===== src/rtl/speed_shaper_pkg.sv =====
// Shared defaults for the self-balancing motor speed shaper.
package speed_shaper_pkg;
  localparam int DEF_W        = 12;
  localparam int DEF_SS_W     = 8;
  localparam int DEF_MIN_DUTY = 168;
  localparam int DEF_LOW_BAND = 42;
  localparam int DEF_GAIN     = 4;
  localparam int DEF_SLEW     = 64;
  localparam int DEF_FAST_HI  = 1536;
  localparam int DEF_FAST_LO  = 1280;

  // Per-wheel torque before shaping carries one guard bit over the speed width.
  typedef logic signed [DEF_W:0] torque_t;
endpackage


===== src/rtl/speed_shaper_torque_shaper.sv =====
// One motor channel: deadzone compensation, saturation, slew limiting and the
// registered speed command.
module torque_shaper
  import speed_shaper_pkg::*;
#(
  parameter int W        = DEF_W,
  parameter int MIN_DUTY = DEF_MIN_DUTY,
  parameter int LOW_BAND = DEF_LOW_BAND,
  parameter int GAIN     = DEF_GAIN,
  parameter int SLEW     = DEF_SLEW
) (
  input  logic                clk,
  input  logic                rst,
  input  logic                vld_i,
  input  logic                zero_i,
  input  logic signed [W:0]   torque_i,
  output logic signed [W-1:0] spd_d_o,
  output logic signed [W-1:0] spd_o
);
  // Headroom so the duty offset and low-band gain never wrap before the clamp.
  localparam int XW = W + 4;
  localparam logic signed [XW-1:0] BAND_X = XW'(LOW_BAND);
  localparam logic signed [XW-1:0] DUTY_X = XW'(MIN_DUTY);
  localparam logic signed [XW-1:0] GAIN_X = XW'(GAIN);
  localparam logic signed [XW-1:0] SLEW_X = XW'(SLEW);
  localparam logic signed [XW-1:0] MAX_X  = XW'((2 ** (W - 1)) - 1);
  localparam logic signed [XW-1:0] MIN_X  = -MAX_X - XW'(1);

  logic signed [XW-1:0] t_x, dz_x, sat_x, prev_x, diff_x, step_x, nxt_x;
  logic signed [W-1:0]  spd_q, spd_d;

  // Shape the torque into a target and step the output towards it.
  always_comb begin
    t_x    = {{3{torque_i[W]}}, torque_i};
    prev_x = {{4{spd_q[W-1]}}, spd_q};
    if (t_x > BAND_X) begin
      dz_x = t_x + DUTY_X;
    end else if (t_x < -BAND_X) begin
      dz_x = t_x - DUTY_X;
    end else begin
      dz_x = t_x * GAIN_X;
    end
    if (dz_x > MAX_X) begin
      sat_x = MAX_X;
    end else if (dz_x < MIN_X) begin
      sat_x = MIN_X;
    end else begin
      sat_x = dz_x;
    end
    diff_x = sat_x - prev_x;
    if (diff_x > SLEW_X) begin
      step_x = SLEW_X;
    end else if (diff_x < -SLEW_X) begin
      step_x = -SLEW_X;
    end else begin
      step_x = diff_x;
    end
    nxt_x = prev_x + step_x;
    // Power-down zeroes the output immediately, without slewing.
    if (zero_i) begin
      spd_d = '0;
    end else if (vld_i) begin
      spd_d = W'(nxt_x);
    end else begin
      spd_d = spd_q;
    end
  end

  // Output speed register.
  always_ff @(posedge clk or posedge rst) begin
    if (rst) begin
      spd_q <= '0;
    end else begin
      spd_q <= spd_d;
    end
  end

  assign spd_d_o = spd_d;
  assign spd_o   = spd_q;
endmodule


===== src/rtl/speed_shaper.sv =====
// Turns the balance controller output into left/right motor speed commands with
// soft-start, steering differential, per-channel shaping and an overspeed flag.
module speed_shaper
  import speed_shaper_pkg::*;
#(
  parameter int W        = DEF_W,
  parameter int SS_W     = DEF_SS_W,
  parameter int MIN_DUTY = DEF_MIN_DUTY,
  parameter int LOW_BAND = DEF_LOW_BAND,
  parameter int GAIN     = DEF_GAIN,
  parameter int SLEW     = DEF_SLEW,
  parameter int FAST_HI  = DEF_FAST_HI,
  parameter int FAST_LO  = DEF_FAST_LO
) (
  input  logic                clk,
  input  logic                rst,
  input  logic signed [W-1:0] PID_cntrl,
  input  logic                vld,
  input  logic        [W-1:0] steer_pot,
  input  logic                en_steer,
  input  logic                pwr_up,
  output logic signed [W-1:0] lft_spd,
  output logic signed [W-1:0] rght_spd,
  output logic                spd_vld,
  output logic                too_fast,
  output logic                ss_done
);
  localparam int PW = SS_W + W + 1;
  localparam logic [W-1:0]        STEER_LO  = W'(2 ** (W - 3));
  localparam logic [W-1:0]        STEER_HI  = W'(7 * (2 ** (W - 3)));
  localparam logic [W-1:0]        STEER_MID = W'((2 ** (W - 1)) - 1);
  localparam logic [SS_W-1:0]     SS_ONE    = SS_W'(1);
  localparam logic signed [W-1:0] HI_S      = W'(FAST_HI);
  localparam logic signed [W-1:0] LO_S      = W'(FAST_LO);

  logic [SS_W-1:0]      ss_tmr_q, ss_tmr_d;
  logic                 ss_done_q, ss_done_d;
  logic                 s1_vld_q, s1_vld_d;
  logic signed [W:0]    lft_t_q, lft_t_d, rght_t_q, rght_t_d;
  logic                 spd_vld_q, spd_vld_d;
  logic                 too_fast_q, too_fast_d;

  logic signed [PW-1:0] prod_s;
  logic signed [W-1:0]  pid_ss_s;
  logic        [W-1:0]  steer_sat_s;
  logic signed [W:0]    offset_s, scaled_s, pid_ext_s, lft_s, rght_s;
  logic signed [W-1:0]  lft_nxt_s, rght_nxt_s;

  // Soft-start scaling and steering differential for the incoming sample.
  always_comb begin
    prod_s   = PW'($signed({1'b0, ss_tmr_q})) * PW'(PID_cntrl);
    pid_ss_s = W'(prod_s >>> SS_W);
    if (steer_pot < STEER_LO) begin
      steer_sat_s = STEER_LO;
    end else if (steer_pot > STEER_HI) begin
      steer_sat_s = STEER_HI;
    end else begin
      steer_sat_s = steer_pot;
    end
    offset_s  = $signed({1'b0, steer_sat_s}) - $signed({1'b0, STEER_MID});
    scaled_s  = (offset_s >>> 3'd3) + (offset_s >>> 3'd4);
    pid_ext_s = {pid_ss_s[W-1], pid_ss_s};
    if (en_steer) begin
      lft_s  = pid_ext_s + scaled_s;
      rght_s = pid_ext_s - scaled_s;
    end else begin
      lft_s  = pid_ext_s;
      rght_s = pid_ext_s;
    end
  end

  // Next state for the soft-start timer, stage-1 torques and status flags.
  always_comb begin
    if (!pwr_up) begin
      ss_tmr_d = '0;
    end else if (vld && (ss_tmr_q != '1)) begin
      ss_tmr_d = ss_tmr_q + SS_ONE;
    end else begin
      ss_tmr_d = ss_tmr_q;
    end
    ss_done_d = (ss_tmr_d == '1);
    s1_vld_d  = vld & pwr_up;
    if (vld) begin
      lft_t_d  = lft_s;
      rght_t_d = rght_s;
    end else begin
      lft_t_d  = lft_t_q;
      rght_t_d = rght_t_q;
    end
    spd_vld_d = s1_vld_q & pwr_up;
    // Judged on the speeds being loaded this edge, so the flag tracks spd_vld.
    if (!pwr_up) begin
      too_fast_d = 1'b0;
    end else if (s1_vld_q) begin
      if ((lft_nxt_s > HI_S) || (rght_nxt_s > HI_S)) begin
        too_fast_d = 1'b1;
      end else if ((lft_nxt_s < LO_S) && (rght_nxt_s < LO_S)) begin
        too_fast_d = 1'b0;
      end else begin
        too_fast_d = too_fast_q;
      end
    end else begin
      too_fast_d = too_fast_q;
    end
  end

  // Soft-start, stage-1 pipeline and flag registers.
  always_ff @(posedge clk or posedge rst) begin
    if (rst) begin
      ss_tmr_q   <= '0;
      ss_done_q  <= 1'b0;
      s1_vld_q   <= 1'b0;
      lft_t_q    <= '0;
      rght_t_q   <= '0;
      spd_vld_q  <= 1'b0;
      too_fast_q <= 1'b0;
    end else begin
      ss_tmr_q   <= ss_tmr_d;
      ss_done_q  <= ss_done_d;
      s1_vld_q   <= s1_vld_d;
      lft_t_q    <= lft_t_d;
      rght_t_q   <= rght_t_d;
      spd_vld_q  <= spd_vld_d;
      too_fast_q <= too_fast_d;
    end
  end

  torque_shaper #(
    .W(W), .MIN_DUTY(MIN_DUTY), .LOW_BAND(LOW_BAND), .GAIN(GAIN), .SLEW(SLEW)
  ) u_lft (
    .clk(clk), .rst(rst), .vld_i(s1_vld_q), .zero_i(~pwr_up),
    .torque_i(lft_t_q), .spd_d_o(lft_nxt_s), .spd_o(lft_spd)
  );

  torque_shaper #(
    .W(W), .MIN_DUTY(MIN_DUTY), .LOW_BAND(LOW_BAND), .GAIN(GAIN), .SLEW(SLEW)
  ) u_rght (
    .clk(clk), .rst(rst), .vld_i(s1_vld_q), .zero_i(~pwr_up),
    .torque_i(rght_t_q), .spd_d_o(rght_nxt_s), .spd_o(rght_spd)
  );

  assign spd_vld  = spd_vld_q;
  assign too_fast = too_fast_q;
  assign ss_done  = ss_done_q;
endmodule


===== config.mk =====
export PLATFORM = sky130hd
export DESIGN_NAME = speed_shaper
export DESIGN_NICKNAME = d
export VERILOG_FILES = /design/src/rtl/speed_shaper_pkg.sv /design/src/rtl/speed_shaper_torque_shaper.sv /design/src/rtl/speed_shaper.sv
export SDC_FILE = /design/constraint.sdc
export NUM_CORES = 1
export LEC_CHECK = 0
export ABC_AREA = 0
export BUFFER_PORTS_ARGS = -buffer_cell sky130_fd_sc_hd__buf_4
export CAP_MARGIN = 20
export CORE_MARGIN = 4
export CORE_UTILIZATION = 55
export CTS_CLUSTER_DIAMETER = 80
export DETAILED_ROUTE_END_ITERATION = 7
export GPL_ROUTABILITY_DRIVEN = 0
export PLACE_DENSITY_LB_ADDON = 0.12
export SLEW_MARGIN = 10
export SYNTH_ARGS = -nofsm -noshare
export SYNTH_HDL_FRONTEND = slang
export SYNTH_SLANG_ARGS = --single-unit

===== constraint.sdc =====
create_clock -name clk -period 8.6 [get_ports clk]
set_input_delay 0.43 -clock clk [delete_from_list [all_inputs] [get_ports clk]]
set_output_delay 0.43 -clock clk [all_outputs]
set_load 0.02 [all_outputs]

==> results of run 1 <==
[per-stage QoR]
stage	util [%]	hold WS (ns)	worst slack, ns	std cells
3_3_place_gp	59.18	0.5119	0.6399	1735
4_1_cts	60.73	0.3540	0.3705	1751
5_1_grt	60.94	0.3691	0.01085	1753
6_report	60.94	0.3473	0.5003	1753
3_5_place_dp	59.18	0.5186	0.3907	1735
2_1_floorplan	-	0.4759	1.095	1455
[cell type report]
class	instances	area, um^2	share of cell area, %
Multi-Input combinational cell	1155	9040	72.84
Sequential cell	61	1526	12.30
Inverter	185	694.4	5.595
Timing Repair Buffer	66	495.5	3.992
Tap cell	270	337.8	2.722
Clock buffer	10	229.0	1.845
Clock inverter	6	87.58	0.7057
[layer usage]
| layer | part of all wire [%] | global-route usage (%) |
|---|---|---|
| met1 | 46 | 31.04 |
| met2 | 49 | 40.79 |
| met3 | 3.5 | 2.499 |
| met4 | 1.2 | 4.024 |
| met5 | 0 | 0 |
[power groups by stage]
stage	sequential, uW	clock (uW)	combinational, uW
after floorplan	409	0	1820
after global placement	449	0	2230
after detailed placement	452	0	2260
after CTS	447	391	2270
after global routing	460	403	2580
final	450	386	2310
[synthesized netlist by cell type, types with 43 or more instances]
master | instances | area (um^2)
sky130_fd_sc_hd__fa_1 | 82 | 1642
sky130_fd_sc_hd__clkbuf_1 | 48 | 180.2
sky130_fd_sc_hd__a21oi_1 | 113 | 565.5
sky130_fd_sc_hd__nand2_1 | 114 | 427.9
sky130_fd_sc_hd__xnor2_1 | 57 | 499.2
sky130_fd_sc_hd__dfrtp_1 | 61 | 1526
sky130_fd_sc_hd__xor2_1 | 43 | 376.6
sky130_fd_sc_hd__nor2_1 | 113 | 424.2
sky130_fd_sc_hd__inv_1 | 184 | 690.7
sky130_fd_sc_hd__o21ai_0 | 68 | 340.3
sky130_fd_sc_hd__ha_1 | 131 | 1639
sky130_fd_sc_hd__and2_1 | 59 | 369.1
[sequential cells by signal (all words and copies together) (netlist names)]
name / count
rght_t_q: 13
lft_t_q: 12
u_lft.spd_o: 12
u_rght.spd_o: 12
ss_tmr_q: 8
s1_vld_q: 1
spd_vld: 1
ss_done: 1
too_fast: 1
[path summary, 6_finish.rpt]
check	slack [ns]	cells after the start	end	from
hold reg to reg	0.54	1	lft_t_q[2]	lft_t_q[2]
setup reg to reg	0.50	34	too_fast	rght_t_q[4]
max in group asynchronous	7.74	3	ss_tmr_q[4]	rst
setup / recovery	0.50	34	too_fast	rght_t_q[4]
hold / removal	0.35	3	lft_t_q[8]	rst
min in group clk	0.37	2	u_rght.spd_o[11]	pwr_up
[logic make-up (layout without fill, tap and decap cells)]
kind of cell / count (synthesis) / in the layout / synth area share [%]
compound gates: 381 / 381 / 21.85
xor+xnor: 100 / 100 / 7.656
fa+ha+maj: 213 / 213 / 28.68
buf+inv: 239 / 267 / 7.875
flops: 61 / 61 / 13.34
mux: 18 / 18 / 1.575
simple gates: 443 / 443 / 19.02
[critical path: cells and delay by family, from the launching register on]
kind	cells	cell delay [ns]
compound gates	19	4.16
xor+xnor	1	0.11
fa+ha+maj	6	1.77
buf+inv	2	0.20
flops	1	0.48
simple gates	6	1.26
[what timing repair did]
action / in CTS / in global routing
setup endpoints to repair: 0 / 1
hold endpoints to repair: 0 / 0
setup buffers: 0 / 2
gates resized for setup: 0 / 8
hold buffers: 0 / 0
==> results.py, run 1 <==
metrics = {
    "timing": {
        "finalWorstPathRequiredPeriod_ns": 8.100,
        "rsz0062_at_grt": "no",
        "timing.slew.headroom_pct": 36.06,
        "slew_viol_final": 0,
        "finalSetupTns_ns": 0,
        "finalHoldViolations": 0,
        "worstMarginPinSlew_ns": 0.9590,
        "finalCritPeriodShare_pct": 94.18,
        "setup_violations": 0,
        "max_clock_freq_mhz": 123.5,
        "skew_ns": 0.007437,
    },
    "layout": {
        "finalNetCount": 1720,
        "nFillCells": 1911,
        "layout-drive-gt1-share_pct": 7.417,
        "finish.instance_area_um2": 12410,
        "synthToLayoutAreaGrowth_pct": 8.488,
        "n_antenna_cell": 0,
        "layout.cells.most_common": "sky130_fd_sc_hd__inv_1",
        "layout.cells.most_common_list": "sky130_fd_sc_hd__inv_1 (183), sky130_fd_sc_hd__ha_1 (130), sky130_fd_sc_hd__nand2_1 (114)",
    },
    "routing": {
        "wl_per_cell_um": 15.49,
        "first_iter_violations": 503,
        "drtAntennaViolNets": 0,
        "num_vias": 10260,
        "drt-vias-per-instance": 5.853,
        "postRouteWirelength_um": 27150,
        "drc": 0,
        "first_pass_iters": 5,
    },
    "power_and_ir_drop": {
        "power.total_uw": 3147,
        "power_per_cell_area_nw_per_um2": 253.6,
        "vdd_drop_max_mv": 0.1516,
        "comb_power_share_pct": 73.4,
        "static-leakage-power_uw": 0.006050,
        "internal_power_uw": 1579,
        "share_seq_of_total_power_pct": 14.3,
        "clock_power_share_pct": 12.3,
        "switching_power_uw": 1568,
        "power.switching_fraction_pct": 49.83,
    },
    "critical_path": {
        "worst_setup_path_start_kind": "register",
        "cpMaxStageDelayCell": "sky130_fd_sc_hd__or4_1",
        "timing.critical_path.to_type": "register",
        "worst_path_largest_cell_delay_ns": 0.66,
        "timing.critical_path.fanout_max": 11,
        "timing.setup.critical_path_class": "reg2reg",
        "cp_data_required_time_ns": 8.83,
        "cp_data_arrival_time_ns": 8.33,
    },
    "clock_network": {
        "cts.path.max_buffers": 2,
        "clk_root_buffer_cell": "sky130_fd_sc_hd__clkbuf_16",
        "cts.reportedPaths.clkPinSlew_ns": 0.05,
        "clock_tree.htree_level_count": 3,
        "tritoncts": "yes",
        "numCtsBuffers": 9,
        "latest_clock_arrival_within_the_worst_skew_pair_ns": 0.33,
        "cts.sinks": 61,
    },
    "floorplan": {
        "floorplan.rows": 52,
        "initial_utilization_pct": 56.17,
        "fp.coreArea_um2": 20360,
        "die_area_um2": 23170,
        "die_w_um": 152.2,
        "boundaryPins": 56,
        "fp.dieH_um": 152.2,
    },
    "global_routing": {
        "grt_start_max_net_pins": 62,
        "antenna_found_initial": 0,
        "sum_of_overflow_across_all_layers_after_global_routing": 0,
        "first_global_vias": 9855,
        "wire_length_of_the_first_global_routing_pass_um": 46430,
        "globalRouteTotalUtil_pct": 23.08,
    },
    "logic_synthesis": {
        "synth_seq_area_share_pct": 13.34,
        "yosys_register_bits": 61,
        "yosys_most_used_dff": "sky130_fd_sc_hd__dfrtp_1",
        "post_synth_inst_count": 1455,
        "synth_cell_types": 73,
        "synthesis.area_um2": 11440,
        "synth_async_sr_flop_share_pct": 100.0,
        "syn_nets": 1697,
        "synth_edf_count": 0,
        "synthesis.yosys.warnings": 0,
        "syn_area_per_cell_um2": 7.862,
    },
    "placed_design": {
        "dp_hpwl_um": 21820,
        "port_buffers": 55,
        "placedInstanceArea_um2": 12050,
    },
    "hold_path": {
        "worstHoldPathType": "in2async",
    },
    "status": {
        "status": "finished, final reports clean",
    },
    "flow_run": {
        "max-cap-violations": 0,
    },
}
Power figures use the tool's default switching activity.
==> run 2: changes to the inputs <==
Settings changed: SYNTH_HIERARCHICAL set to 1.
==> results.py, run 2 <==
metrics = {
    "logic_synthesis": {
        "synth_cell_types": 97,
        "synth_largest_type_area_fraction_pct": 13.70,
        "synth_edf_count": 0,
        "synthesis.yosys.warnings": 6,
        "post-synth-top-area-cell": "sky130_fd_sc_hd__fa_1",
        "syn_nets": 1775,
        "yosys_register_bits": 61,
        "synth.area.top_cells": "sky130_fd_sc_hd__fa_1 (14%), sky130_fd_sc_hd__ha_1 (14%), sky130_fd_sc_hd__dfrtp_1 (13%), sky130_fd_sc_hd__inv_1 (6.0%), sky130_fd_sc_hd__xnor2_1 (4.5%)",
        "yosys_most_used_dff": "sky130_fd_sc_hd__dfrtp_1",
        "synthMostInstantiatedCell": "sky130_fd_sc_hd__inv_1",
        "post_synth_inst_count": 1533,
        "synthesis.area_um2": 11990,
        "syn_area_per_cell_um2": 7.818,
        "synth_seq_area_share_pct": 12.74,
        "synth.top_cells.by_count": "sky130_fd_sc_hd__inv_1 (190), sky130_fd_sc_hd__nor2_1 (144), sky130_fd_sc_hd__ha_1 (131), sky130_fd_sc_hd__nand2_1 (115), sky130_fd_sc_hd__a21oi_1 (98)",
        "synth_async_sr_flop_share_pct": 100.0,
    },
    "layout": {
        "nFillCells": 1940,
        "multi_input_area_um2": 9729,
        "finalNetCount": 1815,
        "layout.cells.most_common_list": "sky130_fd_sc_hd__inv_1 (189), sky130_fd_sc_hd__nor2_1 (144), sky130_fd_sc_hd__ha_1 (125)",
        "largest-register": "lft_t_q",
        "finalCoreUtilization_pct": 62.55,
        "ff_latch_area_um2": 1529,
        "synthToLayoutAreaGrowth_pct": 10.74,
        "layout.cells.most_common": "sky130_fd_sc_hd__inv_1",
        "largest_register_ff_count": 13,
        "layout-drive-gt1-share_pct": 11.48,
        "n_antenna_cell": 0,
    },
    "routing": {
        "postRouteWirelength_um": 29020,
        "drc": 0,
        "num_vias": 10899,
        "first_pass_iters": 6,
        "first_iter_violations": 510,
        "drt-vias-per-instance": 5.885,
        "wl_per_cell_um": 15.67,
        "drtAntennaViolNets": 0,
    },
    "floorplan": {
        "boundaryPins": 56,
        "fp.dieH_um": 155.6,
        "floorplan.rows": 53,
        "fp.coreArea_um2": 21220,
        "die_area_um2": 24220,
        "initial_utilization_pct": 56.48,
        "die_w_um": 155.6,
    },
    "critical_path": {
        "worst_path_largest_cell_delay_ns": 0.52,
        "timing.critical_path.fanout_max": 10,
        "cpMaxStageDelayCell": "sky130_fd_sc_hd__or4_1",
        "timing.critical_path.to_type": "register",
        "critical-path-top-cell-by-count": "sky130_fd_sc_hd__buf_4",
        "worst_setup_path_start_kind": "register",
        "cp_data_arrival_time_ns": 8.39,
        "cp_data_required_time_ns": 8.86,
        "r2r_setup_slack_ns": 0.47,
        "timing.setup.critical_path_class": "reg2reg",
    },
    "placed_design": {
        "dp_hpwl_um": 23460,
        "detailedPlace.worstSlack_ns": 0.05483,
        "port_buffers": 55,
    },
    "timing": {
        "finalWorstPathRequiredPeriod_ns": 8.131,
        "skew_ns": 0.006458,
        "finalHoldWorstSlack_ns": 0.1132,
        "finalHoldViolations": 0,
        "finalCritPeriodShare_pct": 94.54,
        "max_clock_freq_mhz": 123.0,
        "setup_violations": 0,
        "slew_viol_final": 0,
        "worstMarginPinSlew_ns": 0.7346,
        "finalWorstSetupSlack_ns": 0.4693,
        "timing.slew.headroom_pct": 50.68,
    },
    "clock_network": {
        "tritoncts": "yes",
        "numCtsBuffers": 9,
        "clock_tree.htree_level_count": 3,
        "cts.sinks": 61,
        "clk_root_buffer_cell": "sky130_fd_sc_hd__clkbuf_16",
        "latest_clock_arrival_within_the_worst_skew_pair_ns": 0.34,
        "cts.path.max_buffers": 2,
        "cts.reportedPaths.clkPinSlew_ns": 0.05,
    },
    "global_routing": {
        "globalRouteTotalUtil_pct": 24.05,
        "wire_length_of_the_first_global_routing_pass_um": 49580,
        "sum_of_overflow_across_all_layers_after_global_routing": 0,
        "grt_start_max_net_pins": 36,
        "antenna_found_initial": 0,
        "first_global_vias": 10529,
    },
    "status": {
        "status": "finished, final reports clean",
    },
    "power_and_ir_drop": {
        "static-leakage-power_uw": 0.006391,
        "power_per_cell_area_nw_per_um2": 265.8,
        "vdd_drop_max_mv": 0.1501,
    },
    "flow_run": {
        "max-cap-violations": 0,
    },
    "hold_path": {
        "worstHoldPathType": "in2async",
    },
}
-- run 2: cell count changes after synthesis, sizes merged, moves of 7 or more --
cell / delta
xor2: -19
o21ai: +8
a211oi: +9
o211ai: -10
o21a: -9
a31oi: +7
nor2: +31
nor3: +15
a21oi: -11
-- run 2: timing repair --
action	in CTS	in global routing
setup buffers	0	5
hold buffers	0	0
resized for setup	0	53
endpoints found under the setup margin	0	3
-- run 2: per-layer routing --
| metal | up-vias | GRT usage (%) | routed length, um |
|---|---|---|---|
| li1 | 5421 | - | - |
| met1 | 5180 | 32.51 | 13200 |
| met2 | 259 | 41.86 | 14190 |
| met3 | 39 | 2.386 | 1143 |
| met4 | 0 | 5.419 | 484 |
| met5 | - | 0 | 0 |
-- run 2: path summary, 6_finish.rpt --
kind,from,endpoint,depth (start not counted)
worst max-delay path,rght_t_q[4],too_fast,35
worst min-delay path,rst,u_lft/spd_o[1],2
worst max register to register,rght_t_q[4],too_fast,35
worst min register to register,too_fast,too_fast,2
max in group asynchronous,rst,rght_t_q[5],3
min in group clk,pwr_up,spd_vld,2
-- run 2: critical path, delay by kind of cell (launching register included) --
kind            cells  cell delay (ns)
flops               1             0.37
xor+xnor            1             0.16
fa+ha+maj           4             1.19
buf+inv             4             0.72
compound gates     14             2.72
simple gates       12             2.88
-- run 2: layout make-up --
| class | instances | area share, % |
|---|---|---|
| Tap cell | 275 | 2.592 |
| Sequential cell | 61 | 11.52 |
| Multi-Input combinational cell | 1223 | 73.30 |
| Inverter | 191 | 5.402 |
| Timing Repair Buffer | 87 | 4.921 |
| Clock buffer | 11 | 1.904 |
| Clock inverter | 4 | 0.3582 |
-- run 2: kinds of logic after synthesis --
kind of cell	share of synthesized area [%]
AND/OR/NAND/NOR	21.61
multiplexers	2.130
flip-flops	12.74
AO/OA/AOI/OAI	21.97
buffers and inverters	7.903
adder cells (fa/ha/maj)	27.37
XOR/XNOR	6.285
-- run 2: stage by stage --
| step | total power (uW) | instance area (um^2) | TNS, ns | std cells |
|---|---|---|---|---|
| final | 3527 | 13270 | 0 | 1852 |
| after global routing | 3870 | 13270 | -0.1053 | 1852 |
| after CTS | 3385 | 13020 | 0 | 1847 |
| after detailed placement | 3002 | 12710 | 0 | 1832 |
| after global placement | 2964 | 12710 | 0 | 1832 |
| after floorplan | 2456 | 11990 | 0 | 1533 |
-- run 2: where the power goes --
group / total [uW] / switching, uW / internal, uW
Sequential: 431 / 92.1 / 339
Clock: 364 / 127 / 237
Combinational: 2730 / 1590 / 1150
==> run 3: changes to the inputs <==
Clock period 8.6 ns to 8.7 ns, I/O delays scaled along.
==> results.py, run 3 (synthesis results as in run 2) <==
metrics = {
    "timing": {
        "finalCritPeriodShare_pct": 93.97,
        "skew_ns": 0.004289,
        "finalHoldViolations": 0,
        "finalWorstPathRequiredPeriod_ns": 8.176,
        "slew_viol_final": 0,
        "finalSetupTns_ns": 0,
        "max_clock_freq_mhz": 122.3,
        "timing.slew.headroom_pct": 51.80,
        "setup_violations": 0,
        "worstMarginPinSlew_ns": 0.7178,
    },
    "routing": {
        "wl_per_cell_um": 15.86,
        "drc": 0,
        "wirelength_met1_um": 13620,
        "postRouteWirelength_um": 29490,
        "dr.max_layer_used": "met4",
        "met2_wirelength_um": 14250,
        "drtAntennaViolNets": 0,
        "met3RoutedLength_um": 1116,
        "first_pass_iters": 6,
        "drt-vias-per-instance": 5.841,
        "num_vias": 10864,
        "first_iter_violations": 594,
    },
    "clock_network": {
        "cts.sinks": 61,
        "numCtsBuffers": 9,
        "cts.path.max_buffers": 2,
        "tritoncts": "yes",
        "latest_clock_arrival_within_the_worst_skew_pair_ns": 0.34,
        "clock_tree.htree_level_count": 3,
        "clk_root_buffer_cell": "sky130_fd_sc_hd__clkbuf_16",
        "cts.reportedPaths.clkPinSlew_ns": 0.05,
    },
    "hold_path": {
        "min-delay-start": "pwr_up",
        "worstHoldPathType": "in2reg",
        "hold_path_depth": 2,
        "min_delay_worst_endpoint": "spd_vld",
    },
    "status": {
        "status": "finished, final reports clean",
    },
    "power_and_ir_drop": {
        "power_per_cell_area_nw_per_um2": 265.1,
        "static-leakage-power_uw": 0.006420,
        "vdd_drop_max_mv": 0.1396,
        "power.total_uw": 3527,
    },
    "critical_path": {
        "worst_setup_path_start_kind": "register",
        "regToRegEndpoint": "too_fast",
        "critical-path-top-cell-by-count": "sky130_fd_sc_hd__a21oi_1",
        "cp_data_arrival_time_ns": 8.44,
        "number_of_cells_on_the_worst_reg_to_reg_path": 38,
        "cp_data_required_time_ns": 8.96,
        "r2r_setup_slack_ns": 0.52,
        "critPathLaunch": "rght_t_q[3]",
        "cpMaxStageDelayCell": "sky130_fd_sc_hd__or4_1",
        "timing.critical_path.fanout_max": 6,
        "timing.setup.critical_path_class": "reg2reg",
        "critical_path.reg2reg.startpoint": "rght_t_q[3]",
        "worst_path_largest_cell_delay_ns": 0.50,
        "timing.critical_path.to_type": "register",
    },
    "placed_design": {
        "dp_hpwl_um": 23740,
        "port_buffers": 55,
        "placedInstanceArea_um2": 12700,
    },
    "global_routing": {
        "grt_start_max_net_pins": 37,
        "globalRouteTotalUtil_pct": 24.27,
        "first_global_vias": 10553,
        "antenna_found_initial": 0,
        "sum_of_overflow_across_all_layers_after_global_routing": 0,
        "wire_length_of_the_first_global_routing_pass_um": 49800,
    },
    "floorplan": {
        "floorplan.rows": 53,
        "fp.coreArea_um2": 21220,
        "boundaryPins": 56,
        "die_area_um2": 24220,
        "fp.dieH_um": 155.6,
        "die_w_um": 155.6,
        "initial_utilization_pct": 56.48,
    },
    "layout": {
        "layout-drive-gt1-share_pct": 11.67,
        "largest_register_ff_count": 13,
        "finalNetCount": 1823,
        "layout.cells.most_common_list": "sky130_fd_sc_hd__inv_1 (188), sky130_fd_sc_hd__nor2_1 (143), sky130_fd_sc_hd__ha_1 (125)",
        "n_antenna_cell": 0,
        "finalCoreUtilization_pct": 62.69,
        "largest-register": "lft_t_q",
        "finish.instance_area_um2": 13300,
        "layout.cells.most_common": "sky130_fd_sc_hd__inv_1",
        "synthToLayoutAreaGrowth_pct": 10.99,
    },
    "flow_run": {
        "max-cap-violations": 0,
    },
}
run 3: cell count changes in the layout (fill, tap and decap cells not counted), sizes merged:
cell / delta
dlygate4sd3: +1
clkinv: +1
dlymetal6s2s: +1
clkbuf: +1
buf: +5
clkinvlp: -1
run 3: area by class of cell:
class / instances / area [um^2]
clock inverters: 4 / 48.80
inverters: 191 / 716.9
multi-input cells: 1223 / 9704
well taps: 275 / 344.1
flip-flops and latches: 61 / 1528
repair buffers: 95 / 718.2
fillers: 1937 / 7918
clock buffers: 11 / 242.7
run 3: worst max-delay path by stage:
stage | slack (ns) | end | cells past startpoint
floorplan | 0.16 | too_fast | 38
global placement | 0.22 | too_fast | 36
detailed placement | 0.03 | too_fast | 36
CTS | 0.007 | too_fast | 38
global route | -0.04 | too_fast | 36
finish | 0.52 | too_fast | 38
run 3: power breakdown:
group          leakage [uW]  internal [uW]  switching, uW
Clock              0.000145            227            134
Sequential         0.000804            335           87.7
Combinational       0.00547           1170           1570
Total               0.00642           1740           1790
run 3: critical path, delay by kind of cell, from the launching register on:
kind / cells / cell delay (ns)
simple gates: 9 / 2.46
xor+xnor: 1 / 0.16
buf+inv: 5 / 0.59
compound gates: 18 / 3.06
fa+ha+maj: 5 / 1.38
flops: 1 / 0.44
run 3: timing repair:
| item | CTS | global route |
|---|---|---|
| endpoints found under the hold margin | 1 | 0 |
| hold buffers | 1 | 0 |
| setup buffers | 0 | 14 |
| cloned | 0 | 0 |
| pin swaps | 0 | 18 |
| setup endpoints to repair | 1 | 2 |
| gates resized for setup | 1 | 49 |
run 3: per-layer routing:
| layer | track usage (%) | vias to the layer above |
|---|---|---|
| li1 | - | 5418 |
| met1 | 32.75 | 5180 |
| met2 | 41.90 | 222 |
| met3 | 2.857 | 44 |
| met4 | 5.586 | 0 |
| met5 | 0 | - |
run 3: metrics by stage:
step / hold slack (ns) / setup WS [ns] / cells
6_report: 0.3476 / 0.5244 / 1860
2_1_floorplan: 0.2997 / 0.1595 / 1533
3_5_place_dp: 0.3060 / 0.02943 / 1830
5_1_grt: 0.3570 / -0.04087 / 1860
4_1_cts: 0.3416 / 0.007498 / 1846
3_3_place_gp: 0.3066 / 0.2243 / 1830
